`config.mk`:
```
export PLATFORM = sky130hd
export DESIGN_NAME = zl_dvb_s_puncturer
export DESIGN_NICKNAME = d
export VERILOG_FILES = /design/src/rtl/zl_dvb_s_puncturer.sv
export SDC_FILE = /design/constraint.sdc
export NUM_CORES = 1
export LEC_CHECK = 0
export CORE_MARGIN = 2
export CORE_UTILIZATION = 56
export CTS_CLUSTER_DIAMETER = 40
export DETAILED_ROUTE_END_ITERATION = 16
export HOLD_SLACK_MARGIN = 0.02
export PLACE_DENSITY = 0.93
export SYNTH_ARGS = -nofsm -noshare
export SYNTH_HDL_FRONTEND = slang
export SYNTH_SLANG_ARGS = --single-unit
```
`constraint.sdc`:
```
create_clock -name clk -period 4.95 [get_ports clk]
set_input_delay 0.99 -clock clk [delete_from_list [all_inputs] [get_ports clk]]
set_output_delay 0.99 -clock clk [all_outputs]
set_load 0.1 [all_outputs]
```
`src/rtl/zl_dvb_s_puncturer.sv`:
```
// zl_dvb_s_puncturer
// Punctures the rate-1/2 mother code of a DVB-S convolutional encoder down to
// 2/3, 3/4, 5/6 or 7/8. The kept bits form one serial stream, which leaves the
// block as (I,Q) pairs through a single output register.
//
// Ports
//   clk, rst            clock; asynchronous active-high reset
//   rate[2:0]           code-rate select (0=1/2 1=2/3 2=3/4 3=5/6 4=7/8, 5-7 -> 1/2)
//   data_in_i/q         mother-code bits X/Y
//   data_in_req/ack     input handshake (transfer when both are high)
//   data_out_i/q        punctured pair
//   data_out_req/ack    output handshake
//   rate_active[2:0]    rate in force for the current puncture period
//
// Parameter
//   Swap_iq             0: first stream bit of a pair goes to I; 1: goes to Q

module zl_dvb_s_puncturer #(
    parameter int Swap_iq = 0
) (
    input  logic       clk,
    input  logic       rst,
    input  logic [2:0] rate,
    input  logic       data_in_i,
    input  logic       data_in_q,
    input  logic       data_in_req,
    output logic       data_in_ack,
    output logic       data_out_i,
    output logic       data_out_q,
    output logic       data_out_req,
    input  logic       data_out_ack,
    output logic [2:0] rate_active
);

    logic [2:0] phase;
    logic       left_valid;
    logic       left_bit;

    logic [2:0] rate_norm;
    logic [2:0] rate_eff;
    logic [2:0] period;
    logic [6:0] x_pat;
    logic [6:0] y_pat;
    logic       keep_x;
    logic       keep_y;
    logic       in_xfer;
    logic       out_xfer;
    logic       has_pair;
    logic       pair_a;
    logic       pair_b;
    logic       left_valid_nxt;
    logic       left_bit_nxt;

    assign data_in_ack = !rst && (!data_out_req || data_out_ack);
    assign in_xfer     = data_in_req && data_in_ack;
    assign out_xfer    = data_out_req && data_out_ack;

    assign rate_norm = (rate > 3'd4) ? 3'd0 : rate;
    // At a period start the incoming rate governs this very input; mid-period
    // the latched rate is used so a rate change never splits a period.
    assign rate_eff  = (phase == 3'd0) ? rate_norm : rate_active;

    // Pattern bit k sits at vector index k (position 0 is the LSB).
    always_comb begin
        period = 3'd1;
        x_pat  = 7'b0000001;
        y_pat  = 7'b0000001;
        case (rate_eff)
            3'd1: begin period = 3'd2; x_pat = 7'b0000001; y_pat = 7'b0000011; end
            3'd2: begin period = 3'd3; x_pat = 7'b0000101; y_pat = 7'b0000011; end
            3'd3: begin period = 3'd5; x_pat = 7'b0010101; y_pat = 7'b0001011; end
            3'd4: begin period = 3'd7; x_pat = 7'b1010001; y_pat = 7'b0101111; end
            default: ;
        endcase
    end

    assign keep_x = x_pat[phase];
    assign keep_y = y_pat[phase];

    // Merge the kept bits of this input behind the leftover bit (if any).
    always_comb begin
        has_pair       = 1'b0;
        pair_a         = 1'b0;
        pair_b         = 1'b0;
        left_valid_nxt = left_valid;
        left_bit_nxt   = left_bit;
        if (keep_x && keep_y) begin
            has_pair = 1'b1;
            if (left_valid) begin
                pair_a       = left_bit;
                pair_b       = data_in_i;
                left_bit_nxt = data_in_q;
            end else begin
                pair_a         = data_in_i;
                pair_b         = data_in_q;
                left_valid_nxt = 1'b0;
            end
        end else if (keep_x || keep_y) begin
            if (left_valid) begin
                has_pair       = 1'b1;
                pair_a         = left_bit;
                pair_b         = keep_x ? data_in_i : data_in_q;
                left_valid_nxt = 1'b0;
            end else begin
                left_valid_nxt = 1'b1;
                left_bit_nxt   = keep_x ? data_in_i : data_in_q;
            end
        end
    end

    always_ff @(posedge clk or posedge rst) begin
        if (rst) begin
            phase        <= 3'd0;
            left_valid   <= 1'b0;
            left_bit     <= 1'b0;
            rate_active  <= 3'd0;
            data_out_req <= 1'b0;
            data_out_i   <= 1'b0;
            data_out_q   <= 1'b0;
        end else begin
            if (in_xfer) begin
                phase      <= (phase == period - 3'd1) ? 3'd0 : phase + 3'd1;
                left_valid <= left_valid_nxt;
                left_bit   <= left_bit_nxt;
                if (phase == 3'd0)
                    rate_active <= rate_norm;
            end
            // A load can only coincide with a full register when it is being
            // unloaded (data_in_ack guarantees that), so load wins over clear.
            if (in_xfer && has_pair) begin
                data_out_i   <= (Swap_iq != 0) ? pair_b : pair_a;
                data_out_q   <= (Swap_iq != 0) ? pair_a : pair_b;
                data_out_req <= 1'b1;
            end else if (out_xfer) begin
                data_out_req <= 1'b0;
            end
        end
    end

endmodule

```
==> flow_summary.yaml <==
status:
  status: "completed"
pwr:
  power_uw: 789
  vdd_drop_max_mv: 0.506
  powerDensity_mw_per_mm2: 676
  leakage_uw: 0.000495
min_path:
  hold_path.class: "reg2reg"
  min_to: "data_out_i$_DFFE_PP0P_"
  whs_path_depth: 2
  min-delay-start: "data_out_i$_DFFE_PP0P_"
timing:
  min_period_ns: 3.40
  clock.fmax_mhz: 294
  setup_ws_ns: 1.55
  slew_violations: 0
  worst_pin_slew_ns: 0.968
  period_share: 0.687
  fin_worst_skew_ns: 0.00442
  rsz0062_at_grt: "no"
  finalSetupTns_ns: 0
  final-setup-viol-count: 0
  final-hold-violation-count: 0
  relSlewSlack: 0.353
final_layout:
  multi_input_area_um2: 652
  fin_nets: 142
  area_growth_pct: 17.1
  instances_no_fill: 152
  drive_gt1_frac: 0.126
  regArea_um2: 275
  n_fill_cell: 139
  antenna_cells: 0
  final_common_cell: "clkdlybuf4s50_1"
  fin_area_mm2: 0.00117
  final_cell_mix: "14 x clkdlybuf4s50_1, 12 x nand2_1, 11 x dfrtp_1"
global_route:
  grt_max_degree: 15
  grt_pass1_vias: 876
  grt_util_all_layers: 0.246
  grt_first_pass_wirelength_mm: 3.84
  gr-total-overflow: 0
  antenna_found_initial: 0
setup_path:
  crit_type: "in2reg"
  critPathMaxStageDelay_ns: 0.54
  r2r-end: "left_bit$_DFFE_PP0P_"
  rr_startpoint: "phase[0]$_DFFE_PP0P_"
  worstPathArrival_ns: 3.56
  crit_path_frequent_cell: "nor2b_1"
  cp-end-kind: "register"
  cp_max_fo: 4
  slowest_stage: "clkdlybuf4s50_1"
  crit_chain: "clkdlybuf4s50_1 -> nand4bb_1 -> a21boi_1 -> a21o_1 -> nand2_1 -> a221oi_1 -> ha_1 -> nor2b_1 -> o21ai_0 -> nor2b_1 -> o22ai_1"
  start_kind: "input pin"
  required_ns: 5.11
  rr_worst_depth: 13
  r2r_slack_ns: 1.81
clock_network:
  numCtsBuffers: 3
  clk_latency_ns: 0.28
  cts_root_buf: "clkbuf_4"
  post_cts_buffers: 0
  clk_pin_slew_ns: 0.08
  clockBufferDepth: 2
  cts_resized: 0
  h-tree-depth: 1
  cts_tree: "done"
  holdBufCountCts: 0
  clkSinkCount: 11
placed_design:
  dp_cells: 148
  dpl-instance-area_mm2: 0.00114
  io_buffers: 15
  hpwlAfterDp_mm: 1.76
  dp_slack_ns: 1.27
  gp_congestion: 0.854
floorplanning:
  ioPinCount: 16
  core_mm2: 0.00171
  die-area_mm2: 0.00213
  initial_utilization: 0.584
  die-height_um: 46.2
  die_w_um: 46.2
  rows: 15
synth:
  seq_area_frac_synth: 0.276
  async_flop_share: 1.00
  syn_area_um2: 997
  synth_cell_types: 52
  synthCells: 115
  ys_warn_count: 0
  synth_nets: 129
  yosys-top-cells-area: "dfrtp_1 28%, ha_1 6.3%, nand2_1 4.5%, mux2i_1 4.0%, nor2_1 3.8%"
  synth_edf_count: 0
  avgSynthCellArea_um2: 8.67
  ys_ff_latch: 11
  synth_top_area_cell: "dfrtp_1"
  synth_top_cell_area_share: 0.276
  ys.flop_type: "dfrtp_1"
run:
  maxCapViolCount: 0
route:
  wl_per_cell_um: 14.9
  vias_per_cell: 5.84
  drt_iter0_markers: 21
  vias: 888
  totalWireLength_mm: 2.26
  ant_nets: 0
  drt_first_pass_iters: 4
  drc: 0
## registers in the layout, summed over array words and instances, names as in the netlist
register,flops
data_out_i,1
data_out_q,1
data_out_req,1
left_bit,1
left_valid,1
phase,3
rate_active,3
## through the flow
step           hold slack [ns]   util
2_1_floorplan            0.555      -
3_3_place_gp             0.477  0.667
3_5_place_dp             0.484  0.667
4_1_cts                  0.501  0.684
5_1_grt                  0.552  0.684
6_report                 0.499  0.684
## cells in the mapped netlist (all sizes together) (2+ instances only)
| cell | n |
|---|---|
| a21boi | 2 |
| a21oi | 3 |
| buf | 3 |
| clkbuf | 4 |
| dfrtp | 11 |
| ha | 5 |
| inv | 9 |
| mux2 | 2 |
| mux2i | 4 |
| nand2 | 12 |
| nand2b | 2 |
| nand3 | 4 |
| nor2 | 10 |
| nor2b | 3 |
| o211ai | 4 |
| o21ai | 9 |
| o2bb2ai | 2 |
| o31a | 2 |
| o31ai | 2 |
| o41ai | 2 |
| xnor2 | 2 |
## worst max-delay path: cells and delay by family
family | cells | cell delay, ns
and+or+nand+nor | 4 | 0.53
adders and majority gates | 1 | 0.24
AOI/OAI and AO/OA | 5 | 1.26
buffers and inverters | 1 | 0.54
## routing by layer
| metal | GRT usage | routed length, um | vias up |
|---|---|---|---|
| met2 | 0.439 | 1210 | 13 |
| met4 | 0.0457 | 10 | 0 |
| li1 | - | - | 442 |
| met5 | 0 | 0 | - |
| met1 | 0.309 | 1000 | 430 |
| met3 | 0.0431 | 42 | 3 |
## cell families (layout without fill, tap and decap cells)
logic type,after synthesis,count (layout),synth area share
compound gates,34,34,0.287
xor+xnor,2,2,0.0176
fa+ha+maj,5,5,0.0627
buf+inv,16,28,0.0703
flops,11,11,0.276
mux,6,6,0.0665
simple gates,41,41,0.220
## area by class of cell
cell class	count	share of cell area
clock buffer	3	0.0193
clock inverter	1	0.00429
inverter	9	0.0289
multi-input combinational	88	0.558
sequential	11	0.236
tap	25	0.0268
timing repair buffer	15	0.126
## where the power goes
part	total [uW]	switching, uW	leakage (uW)	internal (uW)
Combinational	513	338	0.000345	175
Sequential	211	82.6	0.000132	128
Clock	65.7	35.8	0.0000177	29.9
Total	789	456	0.000495	333
## how the worst max path moves through the flow
stage / from / to / depth (start not counted)
after floorplan: rst / data_in_ack / 2
after global placement: rate[2] / left_bit$_DFFE_PP0P_ / 12
after detailed placement: rate[2] / data_out_q$_DFFE_PP0P_ / 11
after CTS: rate[2] / data_out_q$_DFFE_PP0P_ / 11
after global routing: rate[2] / data_out_q$_DFFE_PP0P_ / 11
final: rate[2] / data_out_q$_DFFE_PP0P_ / 11
Note: power is estimated with default switching activity, not from simulation.
